**src/rtl/mem_pkg.sv**
```systemverilog
// Shared store-path encodings, buffer entry layout and lane-narrowing helpers.
package mem_pkg;

    localparam logic [1:0] SZ_BYTE = 2'b00;
    localparam logic [1:0] SZ_HALF = 2'b01;
    localparam logic [1:0] SZ_WORD = 2'b10;

    localparam int MEM_AW = 32;

    typedef struct packed {
        logic [MEM_AW-1:2] addr;
        logic [31:0]       wdata;
        logic [3:0]        be;
    } st_entry_t;

    function automatic logic is_misaligned(input logic [1:0] size, input logic [1:0] a);
        case (size)
            SZ_BYTE: return 1'b0;
            SZ_HALF: return a[0];
            SZ_WORD: return a != 2'b00;
            default: return 1'b1;
        endcase
    endfunction

    function automatic logic [3:0] lane_be(input logic [1:0] size, input logic [1:0] a);
        case (size)
            SZ_BYTE: return 4'b0001 << a;
            SZ_HALF: return 4'b0011 << {a[1], 1'b0};
            SZ_WORD: return 4'b1111;
            default: return 4'b0000;
        endcase
    endfunction

    // Replicate the narrow value across lanes so memory picks it up via be alone.
    function automatic logic [31:0] lane_wdata(input logic [1:0] size, input logic [31:0] d);
        case (size)
            SZ_BYTE: return {4{d[7:0]}};
            SZ_HALF: return {2{d[15:0]}};
            default: return d;
        endcase
    endfunction

endpackage

```
**src/rtl/store_narrow_buffer_fifo.sv**
```systemverilog
// Parameterised synchronous FIFO with registered count; head is always visible on rdata.
module sync_fifo #(
    parameter int DEPTH = 4,
    parameter int WIDTH = 8
) (
    input  logic                   clk,
    input  logic                   rst_n,
    input  logic                   push,
    input  logic                   pop,
    input  logic [WIDTH-1:0]       wdata,
    output logic [WIDTH-1:0]       rdata,
    output logic [$clog2(DEPTH):0] count
);

    localparam int PW = $clog2(DEPTH);

    logic [WIDTH-1:0] mem_q [DEPTH];
    logic [PW-1:0]    wr_ptr_q, wr_ptr_d;
    logic [PW-1:0]    rd_ptr_q, rd_ptr_d;
    logic [PW:0]      count_q, count_d;

    always_comb begin
        wr_ptr_d = wr_ptr_q;
        rd_ptr_d = rd_ptr_q;
        count_d  = count_q;
        if (push) wr_ptr_d = wr_ptr_q + 1'b1;
        if (pop)  rd_ptr_d = rd_ptr_q + 1'b1;
        case ({push, pop})
            2'b10:   count_d = count_q + 1'b1;
            2'b01:   count_d = count_q - 1'b1;
            default: count_d = count_q;
        endcase
    end

    always_ff @(posedge clk) begin
        if (!rst_n) begin
            wr_ptr_q <= '0;
            rd_ptr_q <= '0;
            count_q  <= '0;
        end else begin
            wr_ptr_q <= wr_ptr_d;
            rd_ptr_q <= rd_ptr_d;
            count_q  <= count_d;
        end
    end

    // Storage needs no reset: nothing is read unless count says it was written.
    always_ff @(posedge clk) begin
        if (push) mem_q[wr_ptr_q] <= wdata;
    end

    assign rdata = mem_q[rd_ptr_q];
    assign count = count_q;

endmodule

```
**src/rtl/store_narrow_buffer.sv**
```systemverilog
// Narrows store data to byte/half/word lanes, queues it, and drains to data memory
// one write at a time over a req/ack handshake.
module store_narrow_buffer
    import mem_pkg::*;
#(
    parameter int DEPTH = 4,
    parameter int AW    = 32
) (
    input  logic          clk,
    input  logic          rst_n,
    input  logic          st_valid,
    output logic          st_ready,
    input  logic [1:0]    st_size,
    input  logic [AW-1:0] st_addr,
    input  logic [31:0]   st_data,
    output logic          st_misalign,
    output logic          mem_req,
    output logic [AW-1:0] mem_addr,
    output logic [31:0]   mem_wdata,
    output logic [3:0]    mem_be,
    input  logic          mem_ack,
    output logic          buf_empty
);

    localparam int CW = $clog2(DEPTH) + 1;
    localparam logic [CW-1:0] FULL = CW'(DEPTH);

    localparam logic S_IDLE = 1'b0;
    localparam logic S_REQ  = 1'b1;

    typedef struct packed {
        logic [AW-1:2] addr;
        logic [31:0]   wdata;
        logic [3:0]    be;
    } entry_t;

    entry_t        push_entry, head;
    logic [CW-1:0] count;
    logic          accept, misal, push, pop;

    logic          state_q, state_d;
    logic          mem_req_q, mem_req_d;
    logic [AW-1:2] mem_addr_q, mem_addr_d;
    logic [31:0]   mem_wdata_q, mem_wdata_d;
    logic [3:0]    mem_be_q, mem_be_d;
    logic          misalign_q, misalign_d;

    // Ready depends only on registered count so it never sees this cycle's ack.
    assign st_ready = (count != FULL);
    assign accept   = st_valid && st_ready;
    assign misal    = is_misaligned(st_size, st_addr[1:0]);
    assign push     = accept && !misal;

    always_comb begin
        push_entry.addr  = st_addr[AW-1:2];
        push_entry.wdata = lane_wdata(st_size, st_data);
        push_entry.be    = lane_be(st_size, st_addr[1:0]);
    end

    sync_fifo #(.DEPTH(DEPTH), .WIDTH($bits(entry_t))) u_fifo (
        .clk   (clk),
        .rst_n (rst_n),
        .push  (push),
        .pop   (pop),
        .wdata (push_entry),
        .rdata (head),
        .count (count)
    );

    always_comb begin
        state_d     = state_q;
        mem_req_d   = mem_req_q;
        mem_addr_d  = mem_addr_q;
        mem_wdata_d = mem_wdata_q;
        mem_be_d    = mem_be_q;
        pop         = 1'b0;
        misalign_d  = accept && misal;
        case (state_q)
            S_IDLE: begin
                if (count != '0) begin
                    state_d     = S_REQ;
                    mem_req_d   = 1'b1;
                    mem_addr_d  = head.addr;
                    mem_wdata_d = head.wdata;
                    mem_be_d    = head.be;
                end
            end
            default: begin
                // Returning to IDLE on ack gives the mandatory bubble between writes.
                if (mem_ack) begin
                    pop       = 1'b1;
                    mem_req_d = 1'b0;
                    state_d   = S_IDLE;
                end
            end
        endcase
    end

    always_ff @(posedge clk) begin
        if (!rst_n) begin
            state_q     <= S_IDLE;
            mem_req_q   <= 1'b0;
            mem_addr_q  <= '0;
            mem_wdata_q <= '0;
            mem_be_q    <= '0;
            misalign_q  <= 1'b0;
        end else begin
            state_q     <= state_d;
            mem_req_q   <= mem_req_d;
            mem_addr_q  <= mem_addr_d;
            mem_wdata_q <= mem_wdata_d;
            mem_be_q    <= mem_be_d;
            misalign_q  <= misalign_d;
        end
    end

    assign mem_req     = mem_req_q;
    assign mem_addr    = {mem_addr_q, 2'b00};
    assign mem_wdata   = mem_wdata_q;
    assign mem_be      = mem_be_q;
    assign st_misalign = misalign_q;
    assign buf_empty   = (count == '0) && (state_q == S_IDLE);

endmodule

```
**config.mk**
```make
export PLATFORM = sky130hd
export DESIGN_NAME = store_narrow_buffer
export DESIGN_NICKNAME = d
export VERILOG_FILES = /design/src/rtl/mem_pkg.sv /design/src/rtl/store_narrow_buffer_fifo.sv /design/src/rtl/store_narrow_buffer.sv
export SDC_FILE = /design/constraint.sdc
export NUM_CORES = 1
export LEC_CHECK = 0
export CORE_ASPECT_RATIO = 1.4
export CORE_UTILIZATION = 60
export DETAILED_ROUTE_END_ITERATION = 10
export PLACE_DENSITY_LB_ADDON = 0.1
export SYNTH_ARGS = -nofsm -noshare
export SYNTH_HDL_FRONTEND = slang
export SYNTH_SLANG_ARGS = --single-unit
```
**constraint.sdc**
```tcl
create_clock -name clk -period 4.3 [get_ports clk]
set_clock_uncertainty 0.05 [all_clocks]
set_input_delay 0.43 -clock clk [delete_from_list [all_inputs] [get_ports clk]]
set_output_delay 0.43 -clock clk [all_outputs]
set_load 0.05 [all_outputs]
```
==> out/results.ini <==
[routing]
drtIter0Drc=377
viasPerCell=6.029
wirelength_mm=23.43
first_pass_iters=5
ant_nets=0
avgRoutedWirePerCell_um=22.73
vias=6216
drc_errors=0

[worst_hold_path]
min-delay-start=mem_addr_q[21]
min_to=mem_addr_q[21]
hold_class=flip-flop to flip-flop
worstHoldPathCells=1

[clock_tree]
cts-root-buf=clkbuf_16
insertion_delay_ns=0.54
cts_made_buffers=31
clock_sink_count=340
cts_max_level=1
postCtsHoldBufs=0
cts.clk_slew.worst_paths_ns=0.06
clk_path_buf_depth=3
cts_tree=done
post_cts_buffers=0
cts_resized=0

[timing]
layout_min_cycle_time_ns=2.732
hold_viol=0
worst_slew_pin_slew_ns=1.063
setup_viol_count_final=0
post-route-period-util=0.6354
finalMaxSlewViolations=0
rsz0062_at_grt=false
slew_headroom=0.2916
tns_ns=0
fmax_ghz=0.3660

[layout]
fillCellCount=1222
area_growth_pct=20.74
instances_no_fill=1031
drive_gt1_frac=0.1923
diodes=0
layout.nets=827

[global_routing]
grt_pass1_vias=6662
grt_pass1_wl_mm=36.08
grt.busiest_layer=met2
grt-ovfl-total=0
grt_max_degree=68
antenna_found_initial=0
grt_use_total=0.2268
met2_usage=0.4088
gr-usage-met1=0.2795
grt.met3_usage=0.03628

[power]
vdd_drop_max_mv=0.4247
pwr-share-clk=0.316
power.switching_mw=2.480
p_per_area_nw_per_um2=574.0
p_int_mw=6.173
seq_power_share=0.464
sw_frac_of_total=0.2866
comb_power_share=0.220
leakage_nw=4.979

[yosys]
synthSimpleGateAreaFrac=0.01353
async_reset_ff_frac=0
synth_top_family_by_area=multiplexers
synth-main-ff-cell=edfxtp_1
synth.area.mux_share=0.1439
avgSynthCellArea_um2=20.50
synthCells=609
syn-cell-area_um2=12490
synth_compound_area_frac=0.05522
yosysUniqueCellTypes=37
synth.top_cells.by_count=edfxtp_1 (264), dfxtp_1 (76), a22o_1 (66), mux4_2 (66), buf_2 (17)
synthAdderAreaFrac=0.006614
yosysMostFrequentCell=edfxtp_1
synth_edf_count=264
seq_area_frac_synth=0.7568
synth_top_cell_area_share=0.6349
synth-seq-cells=340
synthXorXnorAreaFrac=0.002806
synth_largest_area_cell=edfxtp_1
yosys_warnings=0
synth.area.top_cells=edfxtp_1 (63%), dfxtp_1 (12%), mux4_2 (12%)

[setup_path]
crit_start=u_fifo.count[0]
endpoint_kind=output pin
arrival_ns=2.25
crit_type=flip-flop to output pin
r2r_cells=4
cp_max_fo=5
rrSetupSlack_ns=1.88
reg2reg_to=mem_wdata[10]
worstPathRequired_ns=3.82
setup.worst_path.start_class=flip-flop
r2r_start=u_fifo.count[0]

[run_status]
outcome=complete, no violations

[placed_design]
place_inst=974
port_buffers=139
gp_congestion=0.7608
dpl.hpwl_mm=13.41

[die]
initial_utilization=0.6097
rows=62
io_pins=142
core_um2=20480
fp.dieW_um=123.9
die_y_um=172.7
die-area_um2=21400

[flow_run]
drv_cap=0

-- cells by family (layout without fill, tap and decap cells) --
group,Yosys count,in the layout
AOI/OAI and AO/OA,86,86
xor gates and xnor gates,4,4
adders and majority gates,6,6
buffers and inverters,43,208
DFF,340,340
muxes,95,95
other,1,2
and+or+nand+nor,34,34
-- power by group through the flow --
| stage | clock [mW] | sequential [mW] | combinational, mW |
|---|---|---|---|
| 5_1_grt | 2.89 | 4.05 | 2.00 |
| 6_report | 2.74 | 4.01 | 1.90 |
| 4_1_cts | 2.77 | 4.02 | 1.93 |
| 2_1_floorplan | 0 | 4.65 | 0.729 |
| 3_5_place_dp | 0 | 4.09 | 1.92 |
| 3_3_place_gp | 0 | 4.07 | 1.89 |
-- worst max-delay path, cell delays in order (launching register included) --
cell and delay, ns:
dfxtp_1 0.37, nor4_1 0.46, clkdlybuf4s50_1 0.89
-- metal layers --
metal  vias up  wire length, um
met1      3229             9151
met3        30             1242
li1       2766                -
met5         -                0
met2       191            12580
met4         0              461
-- metrics by stage --
step / total power, mW / area (um2) / hold WS (ns) / worst slack, ns / utilization
floorplan: 5.374 / 12490 / 0.4177 / 1.180 / -
finish: 8.653 / 15080 / 0.4252 / 1.568 / 0.7361
detailed placement: 6.005 / 14050 / 0.4149 / 1.226 / 0.6859
CTS: 8.720 / 15080 / 0.4320 / 1.529 / 0.7361
global route: 8.936 / 15080 / 0.4414 / 1.471 / 0.7361
global placement: 5.966 / 14050 / 0.4095 / 1.294 / 0.6859
-- worst max path at each step --
stage / end / slack, ns / cells after the start
2_1_floorplan: u_fifo.mem_q[0][0] / 1.18 / 4
3_3_place_gp: u_fifo.count[2] / 1.29 / 10
3_5_place_dp: u_fifo.count[2] / 1.23 / 10
4_1_cts: buf_empty / 1.53 / 2
5_1_grt: buf_empty / 1.47 / 2
6_report: buf_empty / 1.57 / 2
-- placed cells by master, fill, tap and decap left out, types with 10 or more instances in the layout --
master / n
dfxtp_1: 74
clkbuf_16: 32
clkinv_2: 10
o21ai_0: 11
clkdlybuf4s50_1: 139
mux2_2: 16
nand2_1: 13
mux4_2: 66
a22o_1: 66
mux2i_1: 13
edfxtp_1: 264
-- layout make-up --
cell class                 count  area (um2)  area share
clock buffer                  42       878.3     0.05826
clock inverter                15       151.4     0.01004
inverter                       6       22.52    0.001494
multi-input combinational    227        2798      0.1856
sequential                   340        9457      0.6273
tap                          256       320.3     0.02125
timing repair buffer         145        1449     0.09611
-- flip-flops by register name, summed over array words and instances, names as in the netlist, 2 cells and up --
signal,flops
u_fifo.mem_q,264
mem_wdata,32
mem_addr_q,30
mem_be,4
u_fifo.count,3
u_fifo.rd_ptr_q,2
u_fifo.wr_ptr_q,2
(Power assumes the default switching activity.)
